==> src/rtl/load_arbiter.sv <==
// Serial frame loader with a one-entry pending buffer, plus an arbiter for the cache
// write port. The processor normally wins the port, but a starvation guard limits how long a frame can wait.
module load_arbiter #(
    parameter int ADDR_W   = 4,
    parameter int DATA_W   = 8,
    parameter int MAX_WAIT = 15
) (
    input  logic              clk,
    input  logic              rst,
    input  logic              csi_n,
    input  logic              csd_n,
    input  logic              mosi_in,
    input  logic              bit_en_in,
    input  logic              proc_req_in,
    input  logic              clr_err_in,
    output logic              proc_gnt_out,
    output logic              wr_en_out,
    output logic              wr_sel_out,
    output logic [ADDR_W-1:0] wr_addr_out,
    output logic [DATA_W-1:0] wr_data_out,
    output logic              busy_out,
    output logic              overrun_err_out,
    output logic              select_err_out
);
    localparam int FW = ADDR_W + DATA_W;
    localparam int CW = $clog2(FW + 1);
    localparam int WW = $clog2(MAX_WAIT + 1);

    typedef enum logic {IDLE, SHIFT} state_t;

    state_t            state_q, state_d;
    logic              tgt_q, tgt_d;
    logic [FW-1:0]     shift_q, shift_d;
    logic [CW-1:0]     bitCnt_q, bitCnt_d;
    logic              pend_q, pend_d;
    logic              pendSel_q, pendSel_d;
    logic [ADDR_W-1:0] pendAddr_q, pendAddr_d;
    logic [DATA_W-1:0] pendData_q, pendData_d;
    logic [WW-1:0]     waitCnt_q, waitCnt_d;
    logic              wrEn_q, wrEn_d;
    logic              wrSel_q, wrSel_d;
    logic [ADDR_W-1:0] wrAddr_q, wrAddr_d;
    logic [DATA_W-1:0] wrData_q, wrData_d;
    logic              ovrErr_q, ovrErr_d;
    logic              selErr_q, selErr_d;

    logic          oneSel, bothLow, active, done, issue, waitMax, ovrEvt;
    logic [FW-1:0] frame;

    always_ff @(posedge clk) begin
        if (rst) begin
            state_q    <= IDLE;
            tgt_q      <= 1'b0;
            shift_q    <= '0;
            bitCnt_q   <= '0;
            pend_q     <= 1'b0;
            pendSel_q  <= 1'b0;
            pendAddr_q <= '0;
            pendData_q <= '0;
            waitCnt_q  <= '0;
            wrEn_q     <= 1'b0;
            wrSel_q    <= 1'b0;
            wrAddr_q   <= '0;
            wrData_q   <= '0;
            ovrErr_q   <= 1'b0;
            selErr_q   <= 1'b0;
        end else begin
            state_q    <= state_d;
            tgt_q      <= tgt_d;
            shift_q    <= shift_d;
            bitCnt_q   <= bitCnt_d;
            pend_q     <= pend_d;
            pendSel_q  <= pendSel_d;
            pendAddr_q <= pendAddr_d;
            pendData_q <= pendData_d;
            waitCnt_q  <= waitCnt_d;
            wrEn_q     <= wrEn_d;
            wrSel_q    <= wrSel_d;
            wrAddr_q   <= wrAddr_d;
            wrData_q   <= wrData_d;
            ovrErr_q   <= ovrErr_d;
            selErr_q   <= selErr_d;
        end
    end

    always_comb begin
        state_d    = state_q;
        tgt_d      = tgt_q;
        shift_d    = shift_q;
        bitCnt_d   = bitCnt_q;
        pend_d     = pend_q;
        pendSel_d  = pendSel_q;
        pendAddr_d = pendAddr_q;
        pendData_d = pendData_q;
        waitCnt_d  = waitCnt_q;
        wrEn_d     = 1'b0;
        wrSel_d    = wrSel_q;
        wrAddr_d   = wrAddr_q;
        wrData_d   = wrData_q;
        done       = 1'b0;
        ovrEvt     = 1'b0;

        oneSel  = csi_n ^ csd_n;
        bothLow = ~(csi_n | csd_n);
        frame   = {mosi_in, shift_q[FW-1:1]};

        // A frame in progress continues only while its own select is the single one low.
        if (state_q == IDLE) active = oneSel;
        else                 active = oneSel & (tgt_q ? ~csd_n : ~csi_n);

        if (active) begin
            state_d = SHIFT;
            tgt_d   = ~csd_n;
            if (bit_en_in) begin
                shift_d = frame;
                if (bitCnt_q == CW'(FW - 1)) begin
                    done     = 1'b1;
                    bitCnt_d = '0;
                end else begin
                    bitCnt_d = bitCnt_q + CW'(1);
                end
            end
        end else begin
            state_d  = IDLE;
            shift_d  = '0;
            bitCnt_d = '0;
        end

        waitMax = (waitCnt_q == WW'(MAX_WAIT));
        issue   = pend_q & (~proc_req_in | waitMax);

        if (issue) begin
            wrEn_d    = 1'b1;
            wrSel_d   = pendSel_q;
            wrAddr_d  = pendAddr_q;
            wrData_d  = pendData_q;
            waitCnt_d = '0;
            pend_d    = done;
        end else if (pend_q) begin
            if (!waitMax) waitCnt_d = waitCnt_q + WW'(1);
            ovrEvt = done;
        end else begin
            pend_d = done;
        end

        // The buffer slot is free this edge either because it was empty or because it is draining.
        if (done && !ovrEvt) begin
            pendSel_d  = tgt_d;
            pendAddr_d = frame[ADDR_W-1:0];
            pendData_d = frame[FW-1:ADDR_W];
        end

        if (ovrEvt)          ovrErr_d = 1'b1;
        else if (clr_err_in) ovrErr_d = 1'b0;
        else                 ovrErr_d = ovrErr_q;

        if (bothLow)         selErr_d = 1'b1;
        else if (clr_err_in) selErr_d = 1'b0;
        else                 selErr_d = selErr_q;
    end

    assign proc_gnt_out    = proc_req_in & ~wrEn_q & ~(pend_q & waitMax);
    assign wr_en_out       = wrEn_q;
    assign wr_sel_out      = wrSel_q;
    assign wr_addr_out     = wrAddr_q;
    assign wr_data_out     = wrData_q;
    assign busy_out        = ((state_q == SHIFT) && (bitCnt_q != '0)) | pend_q;
    assign overrun_err_out = ovrErr_q;
    assign select_err_out  = selErr_q;

endmodule

==> config.mk <==
export PLATFORM = sky130hd
export DESIGN_NAME = load_arbiter
export DESIGN_NICKNAME = d
export VERILOG_FILES = /design/src/rtl/load_arbiter.sv
export SDC_FILE = /design/constraint.sdc
export NUM_CORES = 1
export LEC_CHECK = 0
export ABC_CLOCK_PERIOD_IN_PS = 1600
export CAP_MARGIN = 10
export CORE_UTILIZATION = 49
export DETAILED_ROUTE_END_ITERATION = 10
export PLACE_DENSITY = 0.75
export SYNTH_ARGS = -nofsm -noshare
export SYNTH_HDL_FRONTEND = slang
export SYNTH_SLANG_ARGS = --single-unit
==> constraint.sdc <==
create_clock -name clk -period 1.6 [get_ports clk]
set_input_delay 0.16 -clock clk [delete_from_list [all_inputs] [get_ports clk]]
set_output_delay 0.16 -clock clk [all_outputs]
set_load 0.02 [all_outputs]
==> results.yml, run 1 <==
run:
  drv_cap: 0
die:
  start_util_pct: 51.3
  core_sq_mm: 0.00403
  ios: 26
  rows: 23
  die-area_sq_mm: 0.00448
  dieWidth_microns: 67.0
  fp.dieH_microns: 67.0
clocking:
  cts_buffers: 5
  clockBufferDepth: 2
  path_clk_slew_ns: 0.10
  cts_tree: "yes"
  clock_latency_ns: 0.30
  ctsHtreeMaxLevel: 2
  clockRootBuffer: "clkbuf_8"
  clkSinkCount: 51
  cts_setup_buffers: 0
timing:
  fin_skew_ns: 0.0121
  setup_violations: 0
  hold_slack_ns: 0.472
  period_share_pct: 97.4
  layout_setup_ws_ns: 0.0412
  hold_violations: 0
  min_period_ns: 1.56
  final-max-slew-violation-count: 0
  clock.fmax_mhz: 642
  worst_slew_pin_slew_ns: 0.315
  grt_setup_unrepaired: "yes"
  slew_headroom_pct: 79.0
critical_path:
  worstReg2RegStart: "bitCnt_q[1]"
  cp-end-kind: "flop"
  path_cells: "ha_2, and4b_4, o211ai_2, nor2b_2, mux2_2"
  cpMaxStageDelayCell: "dfxtp_2"
  start_kind: "flop"
  cp-startpoint: "bitCnt_q[1]"
  path_class: "reg2reg"
  crit_end: "pendSel_q"
  r2r_end: "pendSel_q"
  worstPathRequired_ns: 1.79
  crit_arrival_ns: 1.75
  slowest_delay_ns: 0.37
  r2r_setup_slack_ns: 0.04
  worstRegToRegCells: 5
  worstPathMaxFanout: 4
global_route:
  grt-ovfl-total: 0
  use_met3_pct: 4.11
  met2_usage_pct: 25.0
  grt_pass1_wl_mm: 5.62
  top_usage_layer: "met2"
  grt_use_met1_pct: 23.0
  antenna_found_initial: 0
  grt_max_degree: 25
  grt_pass1_vias: 1300
  track_usage_pct: 16.8
finish:
  drive_above_1_share_pct: 17.6
  diodes: 0
  area_delta_synth_final_pct: 24.5
  layout_commonest_cell: "dfxtp_1"
  layout.nets: 250
  mostFrequentLayoutCells: "49 x dfxtp_1, 26 x mux2i_1, 24 x nand2b_1"
drt:
  drt-total-wl_mm: 3.37
  vias_per_cell: 4.82
  vias: 1393
  ant_nets: 0
  drc: 0
  drtIter0Drc: 54
  first_pass_iters: 4
  avgRoutedWirePerCell_microns: 11.7
logic_synthesis:
  synth_area_sq_mm: 0.00207
  synth_ff_type: "dfxtp_1"
  synth.avg_cell_area_sq_um: 10.4
  synth-edff-count: 0
  synth_seq_cells: 51
  synthCells: 199
  syn_nets: 211
  synth_cell_types: 36
  yosys_warnings: 0
  synth-seq-area-share_pct: 49.4
  synthArstFlopShare_pct: 0
run_status:
  outcome: "finished clean"
power:
  p_leak_nw: 1.01
  peakVddDrop_uv: 591
  power_density_mw_per_mm2: 849
placement:
  io_buffers: 25
  place.gp.congestion: 0.712
  place_ws_ns: -0.288
  dp_hpwl_mm: 2.44
min_path:
  hp-class: "reg2reg"
Yosys cell counts, types with 2 or more instances:
library cell  instances  area, sq um
buf_4                 2         15.0
inv_1                 9         33.8
xor2_1                3         26.3
o21ai_0               2         10.0
mux2i_1              26          260
a21oi_1               5         25.0
nor2_2                2         12.5
buf_2                 3         15.0
nand3_1               5         25.0
nor2_1               19         71.3
a22o_1               13          114
nor2b_1               2         12.5
nand2b_1             24          150
ha_1                  4         50.1
nand2_1               4         15.0
dfxtp_1              51         1020
clkbuf_1              3         11.3
nor3_1                3         15.0
buf_6                 2         22.5
per-stage QoR:
stage | TNS, ns | instances | util (%) | power [mW] | area (sq um)
2_1_floorplan | 0 | 199 | - | 1.40 | 2070
3_3_place_gp | -7.15 | 281 | 60.8 | 1.45 | 2450
3_5_place_dp | -8.06 | 281 | 60.8 | 1.45 | 2450
4_1_cts | 0 | 289 | 63.3 | 2.20 | 2550
5_1_grt | -0.00760 | 289 | 63.9 | 2.29 | 2570
6_report | 0 | 289 | 63.9 | 2.18 | 2570
timing repair:
item / CTS / global route
gates resized for setup: 8 / 7
pin swaps: 0 / 0
hold buffers: 0 / 0
setup endpoints to repair: 16 / 28
how the worst min path moves through the flow:
stage	end	cells after the start	slack (ns)	startpoint
6_report	wr_addr_out[1]	1	0.47	pendAddr_q[1]
5_1_grt	wr_data_out[0]	1	0.49	pendData_q[0]
4_1_cts	wr_addr_out[3]	1	0.48	pendAddr_q[3]
3_5_place_dp	wr_addr_out[3]	1	0.45	pendAddr_q[3]
3_3_place_gp	wr_data_out[4]	1	0.45	pendData_q[4]
2_1_floorplan	shift_q[11]	2	0.31	mosi_in
cell type report:
cell class                 instances  area, sq um
fill                             338         1460
sequential                        51         1020
multi-input combinational        127          946
timing repair buffer              44          413
clock buffer                       5         68.8
tap                               50         62.6
inverter                           9         33.8
clock inverter                     3         26.3
registers in the layout, indices dropped and copies added (netlist names):
signal / flops
shift_q: 11
pendData_q: 8
wr_data_out: 8
bitCnt_q: 4
pendAddr_q: 4
waitCnt_q: 4
wr_addr_out: 4
overrun_err_out: 1
pendSel_q: 1
pend_q: 1
select_err_out: 1
state_q: 1
tgt_q: 1
wr_en_out: 1
wr_sel_out: 1
logic make-up (layout without fill, tap and decap cells):
group	after synthesis	count (layout)	synth area share [%]
AND/OR/NAND/NOR	67	67	17.7
flip-flops	51	51	49.4
multiplexers	27	27	13.1
AO/OA/AOI/OAI	25	25	9.32
buffers and inverters	21	61	6.36
adder cells (fa/ha/maj)	4	4	2.42
XOR/XNOR	4	4	1.70
power breakdown:
| part | switching, mW | internal (mW) |
|---|---|---|
| Clock | 0.435 | 0.322 |
| Sequential | 0.00689 | 1.28 |
| Combinational | 0.0684 | 0.0741 |
| Total | 0.510 | 1.67 |
critical path: cells and delay by family (launching register included):
family	cells	cell delay [ns]
mux	1	0.35
compound gates	1	0.12
fa+ha+maj	1	0.18
flops	1	0.37
simple gates	2	0.44
layer usage:
metal / vias to the layer above / share of wire (%)
met5: - / 0
met4: 0 / 1.4
met3: 7 / 2.8
met2: 22 / 42
met1: 614 / 53
li1: 750 / -
Note: power is estimated with default switching activity, not from simulation.
==> run 2, diff against run 1 <==
--- a/config.mk
+++ b/config.mk
@@ -11,3 +11,3 @@
 export DETAILED_ROUTE_END_ITERATION = 10
-export PLACE_DENSITY = 0.75
+export PLACE_DENSITY = 0.83
 export SYNTH_ARGS = -nofsm -noshare
--- a/constraint.sdc
+++ b/constraint.sdc
@@ -3,2 +3,2 @@
 set_output_delay 0.16 -clock clk [all_outputs]
-set_load 0.02 [all_outputs]
+set_load 0.1 [all_outputs]
==> run 2 against run 1 <==
Wire length increased by 15%. Clock power increased by 23%. Final area increased by 10%. Flip-flop and latch count unchanged. Worst hold slack got worse by 0.0019 ns. Core utilization increased by 6.5 points. Final cell count unchanged. Via count increased by 5.1%. Non-clock buffer count unchanged. Clock-buffer cell count unchanged. Highest routed layer unchanged. Die area unchanged.
==> results.yml, run 2 (synthesized netlist as in run 1, its figures left out) <==
clocking:
  clockBufferDepth: 2
  clockRootBuffer: "clkbuf_8"
  clock_latency_ns: 0.31
  cts_tree: "yes"
  clkSinkCount: 51
  ctsHtreeMaxLevel: 2
  cts_setup_buffers: 0
  cts_buffers: 5
  path_clk_slew_ns: 0.09
power:
  power_density_mw_per_mm2: 845
  p_leak_nw: 1.13
  peakVddDrop_uv: 413
  finalPower_mw: 2.40
die:
  fp.dieH_microns: 67.0
  start_util_pct: 51.3
  die-area_sq_mm: 0.00448
  ios: 26
  core_sq_mm: 0.00403
  rows: 23
  dieWidth_microns: 67.0
global_route:
  grt_max_degree: 22
  antenna_found_initial: 0
  track_usage_pct: 19.0
  grt-ovfl-total: 0
  grt_pass1_vias: 1376
  grt_pass1_wl_mm: 6.35
drt:
  ant_nets: 0
  vias_per_cell: 5.07
  drt-total-wl_mm: 3.88
  vias: 1464
  first_pass_iters: 4
  avgRoutedWirePerCell_microns: 13.4
  drtIter0Drc: 78
  drc: 0
timing:
  setup_violations: 0
  grt_setup_unrepaired: "no"
  layout_setup_ws_ns: 0.0763
  slew_headroom_pct: 78.9
  period_share_pct: 95.2
  hold_violations: 0
  clock.fmax_mhz: 656
  min_period_ns: 1.52
  worst_slew_pin_slew_ns: 0.308
  fin_skew_ns: 0.00554
  final-max-slew-violation-count: 0
critical_path:
  worstPathRequired_ns: 1.81
  cp-end-kind: "flop"
  start_kind: "flop"
  crit_arrival_ns: 1.73
  worstPathMaxFanout: 3
  path_class: "reg2reg"
placement:
  io_buffers: 25
  dp_hpwl_mm: 2.71
  place_ws_ns: -0.297
  place.gp.congestion: 0.807
  dp.cells: 281
finish:
  area_delta_synth_final_pct: 37.2
  regMostFlops: "shift_q"
  final_cells: 289
  layout_commonest_cell: "dfxtp_1"
  layout.nets: 250
  diodes: 0
  drive_above_1_share_pct: 27.6
  largest_reg_flops: 11
  final_util_pct: 70.4
  fillCellCount: 281
  mostFrequentLayoutCells: "46 x dfxtp_1, 26 x mux2i_1, 24 x nand2b_1"
min_path:
  hp-class: "reg2reg"
run_status:
  outcome: "finished clean"
run:
  drv_cap: 0
-- run 2: changes by cell type in the layout (fill, tap and decap cells not counted), sizes merged --
| cell | previous run | this run |
|---|---|---|
| clkdlybuf4s50 | 23 | 7 |
| clkdlybuf4s15 | 1 | 0 |
| inv | 11 | 10 |
| bufinv | 0 | 1 |
| clkbuf | 5 | 6 |
| buf | 20 | 36 |
-- run 2: critical path, stage by stage, from the launching register on --
cell and delay, ns:
dfxtp_2 0.34, ha_1 0.16, and4b_4 0.27, o211ai_4 0.10, nor2b_4 0.21, mux2_2 0.35
-- run 2: stage by stage --
stage	area, sq um	hold WS [ns]	setup TNS, ns
final	2840	0.470	0
after global routing	2840	0.485	0
after CTS	2760	0.457	0
after detailed placement	2650	0.449	-9.42
after global placement	2650	0.442	-7.63
after floorplan	2080	0.307	0
-- run 2: power by group --
part | switching (mW) | internal (mW)
clock network | 0.455 | 0.474
registers | 0.00638 | 1.28
logic | 0.0979 | 0.0853
total | 0.559 | 1.84
-- run 2: per-layer routing --
metal  vias up  track usage (%)  share of wire [%]
li1        752                -                  -
met1       683             23.2                 47
met2        25             31.9                 49
met3         4             6.16                3.0
met4         0             4.79               0.93
met5         -                0                  0
-- run 2: timing repair --
item / in CTS / in global routing
gates resized for setup: 3 / 11
pin swaps: 1 / 3
gates cloned: 0 / 1
hold buffers: 0 / 0
endpoints found under the setup margin: 14 / 43
-- run 2: final timing paths --
path | start | end | slack, ns | depth (start not counted)
worst min register to register | pendSel_q | wr_sel_out | 0.47 | 1
worst max-delay path | bitCnt_q[1] | pendSel_q | 0.08 | 5
worst min-delay path | pendSel_q | wr_sel_out | 0.47 | 1
worst max register to register | bitCnt_q[1] | pendSel_q | 0.08 | 5
-- run 2: area by class of cell --
| class | instances | area, sq um | area share (%) |
|---|---|---|---|
| sequential | 51 | 1030 | 36.2 |
| multi-input combinational | 127 | 980 | 34.6 |
| timing repair buffer | 44 | 616 | 21.7 |
| clock buffer | 5 | 68.8 | 2.43 |
| tap | 50 | 62.6 | 2.21 |
| clock inverter | 3 | 47.5 | 1.68 |
| inverter | 9 | 33.8 | 1.19 |
